## config.mk

```make
export PLATFORM = sky130hd
export DESIGN_NAME = sig_display
export DESIGN_NICKNAME = d
export VERILOG_FILES = /design/src/rtl/sigan_pkg.sv /design/src/rtl/led_stretch.sv /design/src/rtl/sig_display.sv
export SDC_FILE = /design/constraint.sdc
export NUM_CORES = 1
export LEC_CHECK = 0
export ABC_AREA = 1
export CORE_MARGIN = 2
export CORE_UTILIZATION = 49
export CTS_BUF_LIST = sky130_fd_sc_hd__clkbuf_8
export DETAILED_ROUTE_END_ITERATION = 8
export PLACE_DENSITY = 0.83
export SLEW_MARGIN = 20
export SYNTH_ARGS = -nofsm -noshare
export SYNTH_HDL_FRONTEND = slang
export SYNTH_SLANG_ARGS = --single-unit
```

## constraint.sdc

```tcl
create_clock -name clock -period 2.6 [get_ports clock]
set_input_delay 0.26 -clock clock [delete_from_list [all_inputs] [get_ports clock]]
set_output_delay 0.26 -clock clock [all_outputs]
set_load 0.02 [all_outputs]
```

## src/rtl/sigan_pkg.sv

```systemverilog
// Shared display definitions for the signature analyzer readouts: HP hex glyphs and display payload.
package sigan_pkg;

  localparam int unsigned SEG_W  = 7;
  localparam int unsigned NIB_W  = 4;
  localparam int unsigned DIGITS = 4;
  localparam int unsigned SIG_W  = NIB_W * DIGITS;

  typedef logic [SEG_W-1:0] seg_t;

  // Segment order {g,f,e,d,c,b,a}, active-high
  localparam seg_t SEG_0    = 7'h3F;
  localparam seg_t SEG_1    = 7'h06;
  localparam seg_t SEG_2    = 7'h5B;
  localparam seg_t SEG_3    = 7'h4F;
  localparam seg_t SEG_4    = 7'h66;
  localparam seg_t SEG_5    = 7'h6D;
  localparam seg_t SEG_6    = 7'h7D;
  localparam seg_t SEG_7    = 7'h07;
  localparam seg_t SEG_8    = 7'h7F;
  localparam seg_t SEG_9    = 7'h6F;
  localparam seg_t SEG_A    = 7'h77;
  localparam seg_t SEG_C    = 7'h39;
  localparam seg_t SEG_F    = 7'h71;
  localparam seg_t SEG_H    = 7'h76;
  localparam seg_t SEG_P    = 7'h73;
  localparam seg_t SEG_U    = 7'h3E;
  localparam seg_t SEG_DASH = 7'h40;
  localparam seg_t SEG_OFF  = 7'h00;

  typedef struct packed {
    seg_t              seg;
    logic [DIGITS-1:0] digit_en;
  } disp_t;

  // HP signature charset: nibbles 10..15 render as A, C, F, H, P, U
  function automatic seg_t hp_glyph(input logic [NIB_W-1:0] nib);
    seg_t g;
    case (nib)
      4'd0:    g = SEG_0;
      4'd1:    g = SEG_1;
      4'd2:    g = SEG_2;
      4'd3:    g = SEG_3;
      4'd4:    g = SEG_4;
      4'd5:    g = SEG_5;
      4'd6:    g = SEG_6;
      4'd7:    g = SEG_7;
      4'd8:    g = SEG_8;
      4'd9:    g = SEG_9;
      4'd10:   g = SEG_A;
      4'd11:   g = SEG_C;
      4'd12:   g = SEG_F;
      4'd13:   g = SEG_H;
      4'd14:   g = SEG_P;
      default: g = SEG_U;
    endcase
    return g;
  endfunction

endpackage

```

## src/rtl/led_stretch.sv

```systemverilog
// Pulse stretcher: trigger loads the counter; led is lit while counting or while 'lit' is high.
module led_stretch #(
  parameter int unsigned WIDTH = 21,
  parameter int unsigned LOAD  = 1 << 20
) (
  input  logic clock,
  input  logic reset,
  input  logic trigger,
  input  logic lit,
  output logic led
);

  logic [WIDTH-1:0] count;

  always_ff @(posedge clock or posedge reset) begin
    if (reset) begin
      count <= '0;
      led   <= 1'b0;
    end else begin
      if (trigger)
        count <= WIDTH'(LOAD);
      else if (count != '0)
        count <= count - WIDTH'(1);
      led <= lit | (count != '0);
    end
  end

endmodule

```

## src/rtl/sig_display.sv

```systemverilog
// Signature capture and 4-digit multiplexed HP-hex display with unstable and gate LEDs.
// Optional SIG_DISPLAY_HOLD_EN adds a 'hold' input that freezes the captured signature.
module sig_display
  import sigan_pkg::*;
#(
  parameter int unsigned SCAN_DIV     = 1024,
  parameter int unsigned BLANK_CYCLES = 16,
  parameter int unsigned STRETCH      = 1 << 20
) (
  input  logic              clock,
  input  logic              reset,
  input  logic [SIG_W-1:0]  sig_in,
  input  logic              sig_strobe,
  input  logic              gate_active,
`ifdef SIG_DISPLAY_HOLD_EN
  input  logic              hold,
`endif
  output logic [SEG_W-1:0]  seg,
  output logic [DIGITS-1:0] digit_en,
  output logic              valid,
  output logic              unstable,
  output logic              gate_led
);

  localparam int unsigned PRE_W = (SCAN_DIV > 1) ? $clog2(SCAN_DIV) : 1;
  localparam int unsigned STR_W = $clog2(STRETCH + 1);
  localparam int unsigned IDX_W = $clog2(DIGITS);

  logic [SIG_W-1:0] shown;
  logic [PRE_W-1:0] prescaler;
  logic [IDX_W-1:0] index;
  logic             accept_c;
  logic             differ_c;
  logic [NIB_W-1:0] nibble_c;
  disp_t            disp_c;

`ifdef SIG_DISPLAY_HOLD_EN
  assign accept_c = sig_strobe & ~hold;
`else
  assign accept_c = sig_strobe;
`endif

  // First capture after reset only establishes the reference value
  assign differ_c = accept_c & valid & (sig_in != shown);

  always_ff @(posedge clock or posedge reset) begin
    if (reset) begin
      shown <= '0;
      valid <= 1'b0;
    end else if (accept_c) begin
      shown <= sig_in;
      valid <= 1'b1;
    end
  end

  // Digit slots run leftmost first: 3, 2, 1, 0, 3, ...
  always_ff @(posedge clock or posedge reset) begin
    if (reset) begin
      prescaler <= '0;
      index     <= IDX_W'(DIGITS - 1);
    end else if (prescaler == PRE_W'(SCAN_DIV - 1)) begin
      prescaler <= '0;
      index     <= index - IDX_W'(1);
    end else begin
      prescaler <= prescaler + PRE_W'(1);
    end
  end

  assign nibble_c = shown[{index, 2'b00} +: NIB_W];

  always_comb begin
    disp_c.seg      = SEG_DASH;
    disp_c.digit_en = '0;
    if (valid)
      disp_c.seg = hp_glyph(nibble_c);
    if (prescaler >= PRE_W'(BLANK_CYCLES))
      disp_c.digit_en = DIGITS'(1) << index;
  end

  always_ff @(posedge clock or posedge reset) begin
    if (reset) begin
      seg      <= SEG_OFF;
      digit_en <= '0;
    end else begin
      seg      <= disp_c.seg;
      digit_en <= disp_c.digit_en;
    end
  end

  led_stretch #(
    .WIDTH (STR_W),
    .LOAD  (STRETCH)
  ) u_unstable (
    .clock   (clock),
    .reset   (reset),
    .trigger (differ_c),
    .lit     (1'b0),
    .led     (unstable)
  );

  // Gate input both reloads the counter and lights the LED directly
  led_stretch #(
    .WIDTH (STR_W),
    .LOAD  (STRETCH)
  ) u_gate (
    .clock   (clock),
    .reset   (reset),
    .trigger (gate_active),
    .lit     (gate_active),
    .led     (gate_led)
  );

endmodule

```

==> results.py <==
metrics = {
    "global_routing": {
        "globalRouteOverflowTotal": 0,
        "grt_max_degree": 37,
        "grt_pass1_wl_um": 18470,
        "antenna_found_initial": 0,
        "grt_use_total": 0.2034,
        "grt_pass1_vias": 4305,
    },
    "pwr": {
        "p_per_area_nw_per_um2": 793.2,
        "ir_drop_mv": 0.3266,
        "leakage_uw": 0.003132,
    },
    "detailed_routing": {
        "avgRoutedWirePerCell_um": 11.86,
        "dr.max_layer_used": "met4",
        "drtAntennaViolNets": 0,
        "viasPerCell": 5.032,
        "met3WireLength_um": 510,
        "vias": 4423,
        "wl_met2_um": 5188,
        "drc": 0,
        "dr.pass1.iters": 5,
        "drtIter0Drc": 183,
        "wl_met1_um": 4529,
        "routed_wl_um": 10430,
    },
    "clock_tree": {
        "numCtsBuffers": 9,
        "cts_tree": "done",
        "path_clk_slew_ns": 0.09,
        "post_cts_buffers": 0,
        "cts.path.max_buffers": 2,
        "cts-resized-gates": 0,
        "clkSinkCount": 84,
        "insertion_delay_ns": 0.36,
        "root_buffer": "clkbuf_8",
        "ctsHtreeMaxLevel": 3,
        "postCtsHoldBufs": 0,
    },
    "sta": {
        "fin_crit_ns": 2.188,
        "hold_viol": 0,
        "worst_hold_slack_ns": 0.2711,
        "final_max_slew_viol_count": 0,
        "setup_slack_ns": 0.4122,
        "setup_violations": 0,
        "min_period_over_period": 0.8415,
        "rsz0062_at_grt": "no",
        "relSlewSlack": 0.5967,
        "max_clock_freq_mhz": 457.1,
        "worst_slew_pin_slew_ns": 0.6042,
        "clock_skew_ns": 0.01021,
        "tns_ns": 0,
    },
    "die": {
        "die_w_um": 104.6,
        "num_io_pins": 34,
        "rows": 36,
        "start_util": 0.5070,
        "die_h_um": 104.6,
        "coreArea_um2": 9774,
        "dieArea_um2": 10930,
    },
    "place": {
        "io_buffers": 33,
        "dp_hpwl_um": 7468,
        "gp_congestion": 0.8962,
        "dp_slack_ns": 0.5092,
    },
    "synthesis": {
        "synth.distinct_cells": 32,
        "yosys-mux-area-fraction": 0,
        "async_reset_ff_frac": 1.000,
        "synth_fa_ha_area_frac": 0.04039,
        "synthCells": 703,
        "syn_area_um2": 4956,
        "avgSynthCellArea_um2": 7.050,
        "yosysTopAreaCellShare": 0.4140,
        "synth_area_leaders": "dfrtp_1, nand2_1, nor2_1, inv_1, nand3_1",
        "synth-warning-count": 0,
        "synth_flop_cell": "dfrtp_1",
        "synthSimpleGateAreaFrac": 0.3699,
        "synth_top_family_by_area": "simple AND/OR/NAND/NOR gates",
        "yosys_register_bits": 84,
        "synth_edf_count": 0,
        "synth_largest_area_cell": "dfrtp_1",
        "synth_xor_area_frac": 0.02297,
        "synth_most_common_cell": "nand2_1",
        "seq_area_frac_synth": 0.4246,
        "synth-compound-area-share": 0.04519,
        "synth_common_cells": "nand2_1, nor2_1, inv_1, dfrtp_1, nand3_1",
        "syn_nets": 739,
    },
    "setup_path": {
        "critPathLaunchType": "flip-flop",
        "endpoint_kind": "flip-flop",
        "path_max_fanout": 15,
        "crit_arrival_ns": 2.47,
        "cp.required_ns": 2.88,
        "worstSetupPathType": "flip-flop to flip-flop",
    },
    "final_layout": {
        "fillers": 868,
        "antenna-diode-count": 0,
        "fin_nets": 777,
        "synthToLayoutAreaGrowth_pct": 14.44,
        "drive_gt1_frac": 0.06166,
    },
    "status": {
        "status": "completed",
    },
    "flow_run": {
        "drv_cap": 0,
    },
    "min_path": {
        "hp-class": "input pin to asynchronous set/reset pin",
    },
}
-- cell families after synthesis --
kind of cell             after synthesis
AO/OA/AOI/OAI                         42
AND/OR/NAND/NOR                      430
buffers and inverters                118
flip-flops                            84
XOR/XNOR                              13
adder cells (fa/ha/maj)               16
-- layout make-up --
class,count,area (um^2),area share
Clock inverter,5,98.84,0.01743
Clock buffer,11,151.4,0.02669
Tap cell,133,166.4,0.02934
Sequential cell,84,2105,0.3711
Multi-Input combinational cell,501,2371,0.4180
Timing Repair Buffer,37,372.9,0.06574
Inverter,108,406.6,0.07170
-- critical path, stage by stage, from the launching register on --
cell and delay, ns:
dfstp_2 0.70, inv_1 0.21, nand2_1 0.10, nand3_1 0.09, nand2_1 0.19, inv_1 0.14, ha_1 0.21, inv_1 0.08
nand2_1 0.09, nand3_1 0.09, nand2_1 0.06, a21oi_1 0.15
-- routing by layer --
layer  global-route usage  vias up
li1                     -     2232
met1               0.2485     2056
met2               0.3571      116
met3              0.03431       19
met4              0.08190        0
met5                    0        -
-- flip-flops by register name (all words and copies together) (netlist names) --
register and cells:
u_unstable.led 1, seg 7, u_unstable.count 21, valid 1
u_gate.led 1, index 2, shown 16, u_gate.count 21
digit_en 4, prescaler 10
-- worst paths after layout --
kind | start | to | slack, ns | cells past startpoint
min in group clock | sig_in[2] | shown[2] | 0.49 | 3
setup / recovery | index[0] | seg[3] | 0.41 | 11
hold reg to reg | prescaler[2] | prescaler[2] | 0.51 | 1
setup reg to reg | index[0] | seg[3] | 0.41 | 11
hold / removal | reset | u_unstable.count[20] | 0.27 | 2
max in group asynchronous | reset | index[1] | 1.60 | 3
-- per-stage QoR --
stage | area, um^2 | power [uW] | cells | utilization
after CTS | 5672 | 4509 | 879 | 0.5803
final | 5672 | 4499 | 879 | 0.5803
after global placement | 5421 | 3254 | 863 | 0.5547
after floorplan | 4956 | 2963 | 703 | -
after global routing | 5672 | 4830 | 879 | 0.5803
after detailed placement | 5421 | 3316 | 863 | 0.5547
-- cell usage in the layout, fill, tap and decap left out, drive strengths merged --
cell type / synthesis / routed
dfrtp: 82 / 82
inv: 108 / 108
or2: 8 / 8
o21ai: 27 / 27
clkbuf: 4 / 11
bufinv: 0 / 3
o211ai: 1 / 1
buf: 6 / 4
nor2: 128 / 128
clkdlybuf4s50: 0 / 33
nand3: 45 / 45
a21oi: 11 / 11
nor3: 10 / 10
xor2: 11 / 11
o21bai: 2 / 2
clkinv: 0 / 2
dfstp: 2 / 2
nand2: 217 / 217
nand3b: 6 / 6
a21o: 1 / 1
nor4: 2 / 2
nand4: 14 / 14
ha: 16 / 16
xnor2: 2 / 2
-- power breakdown --
group          switching [uW]  internal (uW)
Combinational            1040            598
Sequential                190           1500
Clock                     483            686
Power figures use the tool's default switching activity.
